<file path="config.mk">
export PLATFORM = sky130hd
export DESIGN_NAME = pwm_output_stage_flat
export DESIGN_NICKNAME = d
export VERILOG_FILES = /design/src/rtl/pwm_output_stage_if.sv /design/src/rtl/pwm_output_stage.sv /design/src/flat_wrapper.sv
export SDC_FILE = /design/constraint.sdc
export NUM_CORES = 1
export LEC_CHECK = 0
export BUFFER_PORTS_ARGS = -buffer_cell sky130_fd_sc_hd__buf_4
export CORE_ASPECT_RATIO = 0.9
export CORE_UTILIZATION = 63
export CTS_BUF_LIST = sky130_fd_sc_hd__clkbuf_4 sky130_fd_sc_hd__clkbuf_8
export CTS_CLUSTER_DIAMETER = 150
export DETAILED_ROUTE_END_ITERATION = 10
export GPL_TIMING_DRIVEN = 0
export PLACE_DENSITY = 0.82
export SYNTH_ARGS = -nofsm -noshare
export SYNTH_HDL_FRONTEND = slang
export SYNTH_SLANG_ARGS = --single-unit
</file>
<file path="constraint.sdc">
create_clock -name clock -period 3.85 [get_ports clock]
set_input_delay 0.385 -clock clock [delete_from_list [all_inputs] [get_ports clock]]
set_output_delay 0.385 -clock clock [all_outputs]
set_load 0.03 [all_outputs]
</file>
<file path="src/rtl/pwm_output_stage_if.sv">
// Command link between the float PID controller and the PWM output stage.
// The controller drives a float duty command with a one-cycle strobe and can observe busy.
interface pwm_output_stage_if;
    logic [31:0] result;
    logic        result_valid;
    logic        busy;

    modport master (
        output result,
        output result_valid,
        input  busy
    );

    modport slave (
        input  result,
        input  result_valid,
        output busy
    );
endinterface

</file>
<file path="src/rtl/pwm_output_stage.sv">
// Float duty command -> saturated, double-buffered magnitude/direction -> edge-aligned PWM
// with dead-time inserted at the start of any period in which the bridge direction reverses.
module pwm_output_stage #(
    parameter int PERIOD      = 2000,
    parameter int DEAD_CYCLES = 50,
    parameter int CNT_W       = 16
) (
    input  logic               clock,
    input  logic               reset,
    pwm_output_stage_if.slave  cmd,
    output logic               o_pwm,
    output logic               o_dir,
    output logic [CNT_W-1:0]   o_duty_active,
    output logic               o_saturated
);

    localparam logic [CNT_W-1:0] LP_PERIOD = CNT_W'(PERIOD);
    localparam logic [CNT_W-1:0] LP_LAST   = CNT_W'(PERIOD - 1);
    localparam logic [CNT_W-1:0] LP_DEAD   = CNT_W'(DEAD_CYCLES);

    typedef enum logic [1:0] {
        S_IDLE,
        S_UNPACK,
        S_SHIFT,
        S_SAT
    } state_t;

    state_t             r_state;
    state_t             w_stateNext;

    logic [31:0]        r_result;
    logic [31:0]        r_holdData;
    logic               r_holdFull;
    logic               r_sign;
    logic [7:0]         r_exp;
    logic [22:0]        r_frac;
    logic [CNT_W-1:0]   r_mag;
    logic               r_specSat;
    logic [CNT_W-1:0]   r_dutyPending;
    logic               r_signPending;
    logic [CNT_W-1:0]   r_dutyActive;
    logic               r_dir;
    logic               r_deadTime;
    logic               r_saturated;
    logic               r_pwm;
    logic [CNT_W-1:0]   r_cnt;

    logic               w_start;
    logic               w_busy;
    logic               w_doUnpack;
    logic               w_doShift;
    logic               w_doSat;
    logic [23:0]        w_mant;
    logic [CNT_W-1:0]   w_shiftMag;
    logic               w_shiftSat;
    logic [CNT_W-1:0]   w_satMag;
    logic               w_satFlag;
    logic [CNT_W-1:0]   w_pendDutyNext;
    logic               w_pendSignNext;
    logic               w_wrap;

    // A pending hold entry starts a new conversion as soon as the FSM is back in IDLE.
    assign w_start = (r_state == S_IDLE) && (cmd.result_valid || r_holdFull);

    always_ff @(posedge clock) begin
        if (!reset) begin
            r_state <= S_IDLE;
        end else begin
            r_state <= w_stateNext;
        end
    end

    always_comb begin
        w_stateNext = r_state;
        case (r_state)
            S_IDLE:   if (w_start) w_stateNext = S_UNPACK;
            S_UNPACK: w_stateNext = S_SHIFT;
            S_SHIFT:  w_stateNext = S_SAT;
            S_SAT:    w_stateNext = S_IDLE;
            default:  w_stateNext = S_IDLE;
        endcase
    end

    always_comb begin
        w_busy     = (r_state != S_IDLE);
        w_doUnpack = (r_state == S_UNPACK);
        w_doShift  = (r_state == S_SHIFT);
        w_doSat    = (r_state == S_SAT);
    end

    assign cmd.busy = w_busy;

    // Float magnitude decode; exponents at or above 127+CNT_W cannot fit the counter and clip.
    always_comb begin
        w_mant     = {1'b1, r_frac};
        w_shiftMag = '0;
        w_shiftSat = 1'b0;
        if (r_exp < 8'd127) begin
            w_shiftMag = '0;
        end else if (r_exp == 8'hFF) begin
            if (r_frac == 23'd0) begin
                w_shiftMag = LP_PERIOD;
                w_shiftSat = 1'b1;
            end
        end else if ({24'd0, r_exp} >= 32'(127 + CNT_W)) begin
            w_shiftMag = LP_PERIOD;
            w_shiftSat = 1'b1;
        end else if (r_exp > 8'd150) begin
            w_shiftMag = CNT_W'(64'(w_mant) << (r_exp - 8'd150));
        end else begin
            w_shiftMag = CNT_W'(64'(w_mant) >> (8'd150 - r_exp));
        end
    end

    always_comb begin
        w_satMag       = (r_mag > LP_PERIOD) ? LP_PERIOD : r_mag;
        w_satFlag      = r_specSat || (r_mag > LP_PERIOD);
        w_pendDutyNext = r_dutyPending;
        w_pendSignNext = r_signPending;
        if (w_doSat) begin
            w_pendDutyNext = w_satMag;
            if (w_satMag != '0) begin
                w_pendSignNext = r_sign;
            end
        end
    end

    always_ff @(posedge clock) begin
        if (!reset) begin
            r_result    <= '0;
            r_holdData  <= '0;
            r_holdFull  <= 1'b0;
            r_sign      <= 1'b0;
            r_exp       <= '0;
            r_frac      <= '0;
            r_mag       <= '0;
            r_specSat   <= 1'b0;
            r_saturated <= 1'b0;
        end else begin
            if (w_start) begin
                r_result <= cmd.result_valid ? cmd.result : r_holdData;
            end
            if (w_busy && cmd.result_valid) begin
                r_holdData <= cmd.result;
                r_holdFull <= 1'b1;
            end else if (w_start) begin
                r_holdFull <= 1'b0;
            end
            if (w_doUnpack) begin
                r_sign <= r_result[31];
                r_exp  <= r_result[30:23];
                r_frac <= r_result[22:0];
            end
            if (w_doShift) begin
                r_mag     <= w_shiftMag;
                r_specSat <= w_shiftSat;
            end
            if (w_doSat) begin
                r_saturated <= w_satFlag;
            end
        end
    end

    assign w_wrap = (r_cnt == LP_LAST);

    // The wrap loads the next-cycle pending values, so a write landing on the wrap cycle is not lost.
    always_ff @(posedge clock) begin
        if (!reset) begin
            r_cnt         <= '0;
            r_dutyPending <= '0;
            r_signPending <= 1'b0;
            r_dutyActive  <= '0;
            r_dir         <= 1'b0;
            r_deadTime    <= 1'b0;
            r_pwm         <= 1'b0;
        end else begin
            r_cnt         <= w_wrap ? '0 : r_cnt + CNT_W'(1);
            r_dutyPending <= w_pendDutyNext;
            r_signPending <= w_pendSignNext;
            if (w_wrap) begin
                r_dutyActive <= w_pendDutyNext;
                r_dir        <= w_pendSignNext;
                r_deadTime   <= (w_pendSignNext != r_dir);
            end
            r_pwm <= (r_cnt < r_dutyActive) && !(r_deadTime && (r_cnt < LP_DEAD));
        end
    end

    assign o_pwm         = r_pwm;
    assign o_dir         = r_dir;
    assign o_duty_active = r_dutyActive;
    assign o_saturated   = r_saturated;

endmodule

</file>
<file path="src/flat_wrapper.sv">
// flat-port wrapper written by rule: the top's interface ports become plain ports
module pwm_output_stage_flat 
#(
    parameter int PERIOD      = 2000,
    parameter int DEAD_CYCLES = 50,
    parameter int CNT_W       = 16
)
  (clock, reset, o_pwm, o_dir, o_duty_active, o_saturated, cmd_result, cmd_result_valid, cmd_busy);
  pwm_output_stage_if cmd_i ();
  input  logic clock;
  input  logic reset;
  output logic o_pwm;
  output logic o_dir;
  output logic [CNT_W-1:0] o_duty_active;
  output logic o_saturated;
  input wire logic [$bits(cmd_i.result)-1:0] cmd_result;
  input wire logic [$bits(cmd_i.result_valid)-1:0] cmd_result_valid;
  output wire logic [$bits(cmd_i.busy)-1:0] cmd_busy;
  assign cmd_i.result = cmd_result;
  assign cmd_i.result_valid = cmd_result_valid;
  assign cmd_busy = cmd_i.busy;
  pwm_output_stage #(.PERIOD(PERIOD), .DEAD_CYCLES(DEAD_CYCLES), .CNT_W(CNT_W)) u_core (.clock(clock), .reset(reset), .cmd(cmd_i), .o_pwm(o_pwm), .o_dir(o_dir), .o_duty_active(o_duty_active), .o_saturated(o_saturated));
endmodule
</file>
# Word level (Yosys, flattened, before mapping)
# Cells that the tools add are included.
[word_totals]
out_inout_bits = 20
reg_bits = 169
inputBits = 35
[classes]
reduce_logical = 13
n_eq_ne = 7
n_shift = 2
bitwise_logic = 1
magnitude_cmp = 6
add_sub_neg = 3
n_mux = 18
[ops]
columns = ["operator", "count"]
rows = [
  ["16-bit 2-to-1 mux", 6],
  ["32-bit 2-to-1 mux", 1],
  ["24-bit by 8-bit << shifter with 16-bit output", 1],
  ["24-bit by 8-bit >> shifter with 16-bit output", 1],
  ["23-bit logical NOT", 1],
  ["16-bit by 1-bit adder with 16-bit output (second input constant)", 1],
  ["16-bit by 11-bit == test with 1-bit output (second input constant)", 1],
  ["16-bit by 11-bit > comparator with 1-bit output (second input constant)", 1],
  ["16-bit < comparator", 1],
  ["16-bit by 6-bit < comparator with 1-bit output (second input constant)", 1],
  ["16-bit nonzero test", 1],
  ["11-bit 2-to-1 mux", 1],
  ["8-bit == test (second input constant)", 1],
  ["8-bit >= comparator (second input constant)", 1],
  ["8-bit > comparator (second input constant)", 1],
  ["8-bit by 7-bit < comparator with 1-bit output (second input constant)", 1],
  ["1-bit 2-to-1 mux", 8],
  ["2-bit one-hot mux with 4 select lines", 1],
  ["8-bit subtractor (first input constant)", 1],
  ["8-bit subtractor (second input constant)", 1],
  ["2-bit == test (second input constant)", 2],
  ["1-bit logical AND", 4],
  ["2-bit nonzero test", 2],
  ["2-bit by 1-bit == test with 1-bit output (second input constant)", 1],
  ["8 further kinds", 9],
]

# Depth between registers and ports, before layout
[depth]
ltp_word = 6
ltp_mapped = 13
depth_no_buf = 8

# Least setup slack after synthesis
# No wires, ideal clock.
[synth_path]
path_type = "flip-flop to flip-flop"
startpoint = "register u_core.r_exp[0]"
endpoint = "register u_core.r_mag[0]"
required_ns = 3.733
stages_incl_launch_ff = 13
t_arrival_ns = 2.675
slack_ns = 1.058
period_less_slack_ns = 2.792
path_buffers = 5
cell_sequence = "dfxtp_1 > buf_6 > buf_6 > inv_2 > buf_4 > ha_1 > buf_4 > buf_6 > mux2i_1 > mux2i_1 > mux4_1 > a21o_1 > a32o_1"
[synth_via]
elab_chain_len = 6
[synth_rtl]
columns = ["element", "line", "source"]
rows = [
  ["start: declaration", "pwm_output_stage.sv:35", "logic [7:0] r_exp;"],
  ["start signal: assignment", "pwm_output_stage.sv:151", "r_exp <= r_result[30:23];"],
  ["8-bit subtractor (on tied branches)", "pwm_output_stage.sv:111, pwm_output_stage.sv:109", ""],
  ["24-bit by 8-bit >> shifter with 16-bit output or 24-bit by 8-bit << shifter with 16-bit output (tied branches)", "pwm_output_stage.sv:111, pwm_output_stage.sv:109", ""],
  ["16-bit 2-to-1 mux", "pwm_output_stage.sv:108", "end else if (r_exp > 8'd150) begin"],
  ["16-bit 2-to-1 mux", "pwm_output_stage.sv:105", "end else if ({24'd0, r_exp} >= 32'(127 + CNT_W)) begin"],
  ["16-bit 2-to-1 mux", "pwm_output_stage.sv:100", "end else if (r_exp == 8'hFF) begin"],
  ["16-bit 2-to-1 mux (*)", "pwm_output_stage.sv:98", "if (r_exp < 8'd127) begin"],
  ["end signal: assignment", "pwm_output_stage.sv:155", "r_mag <= w_shiftMag;"],
  ["end: declaration", "pwm_output_stage.sv:37", "logic [CNT_W-1:0] r_mag;"],
]
# Every way passes the cells marked *; elsewhere a longest branch is shown, timed or not.
# A chain may end at the register's enable or synchronous reset.

# Worst setup path in the final report
# Ends and elaborated chain as after synthesis.

==> PnR_summary.wiki <==
{| class="wikitable"
! Metric !! Value
|-
| Run status || complete, no violations
|-
| Net switching fraction of the power || between 30% and 40%
|-
| Net total in the final layout || around 1.0k
|-
| Placement-stage cell area || a little under 9000 sq um
|-
| NetSw || 1.938 mW
|-
| Async SR Flop Fraction || 0%
|-
| Post-route clock period utilization || a little under nine tenths
|-
| Total global routing track utilization || a little under a third
|-
| Start of the worst register-to-register path || u_core.r_exp[0]$_SDFFE_PN0N_
|-
| Post-detailed-route via-to-cell ratio || 6.029
|-
| Hold path cells || 3
|-
| Grt total ovfl || 0
|-
| Worst Max-Slew Pin Slew || 765.4 ps
|-
| CP Max Fanout || 10
|-
| HP Class || in -> reg
|-
| Post-CTS setup repair buffer count || 0
|-
| Syn Inst Count || roughly 910
|-
| Height of the die || ~110 um
|-
| Proportion of layout cells with a drive suffix above 1 || 14.10%
|-
| Number of buffers inserted by hold repair at cts || 0
|-
| Post-Place Cells || between 1k and 1.5k
|-
| Number of gates given a new drive strength after cts || 0
|-
| Number of diodes added for antenna fixing || 0
|-
| Max-slew headroom at the worst pin || between 40% and 50%
|-
| Endpoint of the lowest-slack register-to-register path || u_core.r_mag[0]$_SDFFE_PN0P_
|-
| Worst VDD drop || roughly 0.51 mV
|-
| Minimum clock period after layout || between 3000 and 4000 ps
|-
| Arrival @ worst endpoint || ~3700 ps
|-
| Count of routing violations after the opening detailed-route iteration || between 600 and 700
|-
| Relative contribution of sequential cells to total power || roughly 41%
|-
| Kind of launch point of the worst setup path || flip-flop
|-
| WP data required || about 4200 ps
|-
| Post-Layout Cell Count || between 1k and 1.5k
|-
| Worst reg-to-reg path cell count || 12
|-
| Highest clock rate || 0.3035 GHz
|-
| Max-slew violations || 0
|-
| TritonCTS Sinks || around 170
|-
| Number of global-route vias before repair || between 6k and 7k
|-
| Effective utilization at floorplan || about two thirds
|-
| Root Driver || sky130_fd_sc_hd__clkbuf_8
|-
| Type of element capturing the critical path || flip-flop
|-
| # Max-Cap Violations || 0
|-
| Ports || 55
|-
| Drt pass-1 iters || 5
|-
| Source-to-sink clock delay at the later pin of the worst-skew pair || 470 ps
|-
| Share of total power in combinational logic || 31.7%
|-
| Vias after detailed routing || roughly 7k
|-
| Core Region || around 13000 sq um
|-
| Flop-to-flop setup slack || approximately 560 ps
|-
| TritonCTS clock tree || built
|-
| Min-Delay Startpoint || cmd_result[22]
|-
| Post-Synthesis Net Count || approximately 970
|-
| Part of the power in the clock network || 27.2%
|-
| Total negative slack for setup checks || 0 ps
|-
| Post-Layout Inst Area || 9412 sq um
|-
| Synthesis-to-finish area growth || 13.03%
|-
| Die footprint || 13680 sq um
|-
| Post-route clock skew || 11.85 ps
|-
| Routability cong. || around 0.98
|-
| Post-DP HPWL || roughly 15000 um
|-
| Combined area of all synthesized cells || around 8300 sq um
|-
| Maximum number of pins on one net before global-route repair || 17
|-
| Internal || about 3.5 mW
|-
| Hold Path End || u_core.r_holdData[22]$_SDFFE_PN0P_
|-
| Per-instance average area after synthesis || a little over 9 sq um
|-
| Final setup fails || 0
|-
| Total count of hold-check failures in the final report || 0
|-
| WL final || about 20000 um
|-
| Chip Width || 123.2 um
|-
| Most common cell after layout, fill and taps aside || sky130_fd_sc_hd__dfxtp_1
|-
| Maximum count of clock buffers along a single path || 2
|-
| Pwr per Cell Area || slightly below 600 nW/um^2
|-
| Number of antenna violations at the first check in global routing || 0
|-
| Number of routed nets with antenna violations || 0
|-
| Primary flip-flop cell chosen by synthesis mapping || sky130_fd_sc_hd__dfxtp_1
|-
| Count of fill cells added during filler insertion || 966
|-
| Path type of the worst setup path || reg -> reg
|-
| Overall power after layout || 5.456 mW
|-
| Worst-path clk slew || approximately 90 ps
|-
| Number of distinct library cells after synthesis || 73
|-
| Global-route wire length before repair || 32380 um
|-
| Drc violations || 0
|-
| H-tree level count || 4
|-
| Number of enable-type register cells in the synthesized netlist || 0
|-
| Num rows || 39
|-
| Count of buffers inserted at the top-level ports || 53
|-
| Syn. warnings || 0
|-
| Flip-flop and latch count after synthesis || between 150 and 200
|-
| Setup repair after global routing missed its margin || false
|-
| Seq/Total Area, Yosys || approximately 41%
|-
| Commonest non-fill, non-tap cells in the layout || 169 x sky130_fd_sc_hd__dfxtp_1, 109 x sky130_fd_sc_hd__nor2_1, 103 x sky130_fd_sc_hd__nand2_1
|-
| Average wire per standard cell || roughly 17 um
|-
| Number of buffers created by CTS || 17
|-
| Static leakage power || around 3.9 nW
|}
-- routing by layer --
layer | wire length, um | share of wire (%) | global-route usage [%] | vias up
met5 | 0 | 0 | 0 | -
met2 | 8634 | 43 | 44.13 | 222
met1 | 9758 | 49 | 45.50 | 3312
li1 | - | - | - | 3412
met3 | 1203 | 6.0 | 7.407 | 29
met4 | 339 | 1.7 | 9.076 | 0
-- area by class of cell --
type,instances,area (sq um),area share [%]
multi-input cells,651,4518,48.01
inverters,30,112.6,1.196
repair buffers,53,397.9,4.228
clock buffers,18,241.5,2.566
well taps,164,205.2,2.180
plain buffers,58,312.8,3.324
clock inverters,14,240.2,2.553
flip-flops and latches,169,3383,35.95
-- power groups by stage --
stage	Clock (mW)	Combinational, mW	Sequential [mW]
6_report	1.49	1.73	2.24
3_5_place_dp	0	1.69	2.27
5_1_grt	1.58	1.88	2.27
2_1_floorplan	0	1.31	2.20
4_1_cts	1.50	1.71	2.23
3_3_place_gp	0	1.65	2.26
-- metrics by stage --
step	utilization (%)	setup slack (ps)	hold WS [ps]
4_1_cts	73.62	592.1	135.1
3_5_place_dp	69.85	717.9	445.6
3_3_place_gp	69.85	786.5	440.8
6_report	73.62	555.2	163.0
5_1_grt	73.62	446.0	142.1
2_1_floorplan	-	1058	420.8
-- how the worst max path moves through the flow --
stage	from	to	slack, ps	depth (start not counted)
after floorplan	u_core.r_exp[0]$_SDFFE_PN0N_	u_core.r_mag[0]$_SDFFE_PN0P_	1060	12
after global placement	u_core.r_exp[0]$_SDFFE_PN0N_	u_core.r_mag[0]$_SDFFE_PN0P_	790	12
after detailed placement	u_core.r_exp[0]$_SDFFE_PN0N_	u_core.r_mag[2]$_SDFFE_PN0P_	720	12
after CTS	u_core.r_exp[0]$_SDFFE_PN0N_	u_core.r_mag[0]$_SDFFE_PN0P_	590	12
after global routing	u_core.r_exp[0]$_SDFFE_PN0N_	u_core.r_mag[0]$_SDFFE_PN0P_	450	12
final	u_core.r_exp[0]$_SDFFE_PN0N_	u_core.r_mag[0]$_SDFFE_PN0P_	560	12
-- worst max-delay path, stage by stage (launching register included) --
cell	delay [ps]
sky130_fd_sc_hd__dfxtp_1	380
sky130_fd_sc_hd__buf_6	160
sky130_fd_sc_hd__buf_6	170
sky130_fd_sc_hd__inv_2	60
sky130_fd_sc_hd__buf_4	180
sky130_fd_sc_hd__ha_1	280
sky130_fd_sc_hd__buf_4	180
sky130_fd_sc_hd__buf_6	190
sky130_fd_sc_hd__mux2i_1	330
sky130_fd_sc_hd__mux2i_1	240
sky130_fd_sc_hd__mux4_1	560
sky130_fd_sc_hd__a21o_1	200
sky130_fd_sc_hd__a32o_1	230
-- flip-flops by register name, indices dropped and copies added (netlist names) --
register / cells
u_core.r_frac: 23
u_core.o_duty_active: 16
u_core.r_sign: 1
u_core.r_specSat: 1
u_core.r_mag: 16
u_core.r_result: 32
u_core.r_holdData: 32
u_core.r_cnt: 16
u_core.o_dir: 1
u_core.o_saturated: 1
u_core.r_signPending: 1
u_core.r_holdFull: 1
u_core.r_state: 2
u_core.r_deadTime: 1
u_core.r_dutyPending: 16
u_core.r_exp: 8
u_core.o_pwm: 1
-- cells in the mapped netlist (all sizes together) (14+ instances only) --
| master | instances | area share (%) |
|---|---|---|
| a211oi | 37 | 3.3 |
| dfxtp | 169 | 41 |
| nand2 | 103 | 4.6 |
| mux2i | 97 | 12 |
| a21oi | 55 | 3.4 |
| ha | 25 | 3.8 |
| buf | 22 | 1.8 |
| o22a | 15 | 1.6 |
| and3 | 14 | 1.1 |
| inv | 30 | 1.4 |
| o21ai | 37 | 2.2 |
| clkbuf | 36 | 2.0 |
| nor2 | 109 | 4.9 |
-- kinds of logic (layout without fill, tap and decap cells) --
family,Yosys count,after routing,share of synthesized area [%]
buffers and inverters,88,173,5.109
muxes,116,116,16.03
and+or+nand+nor,296,296,16.32
DFF,169,169,40.63
adders and majority gates,25,25,3.757
xor gates and xnor gates,17,17,1.878
AOI/OAI and AO/OA,197,197,16.27
Power figures use the tool's default switching activity.
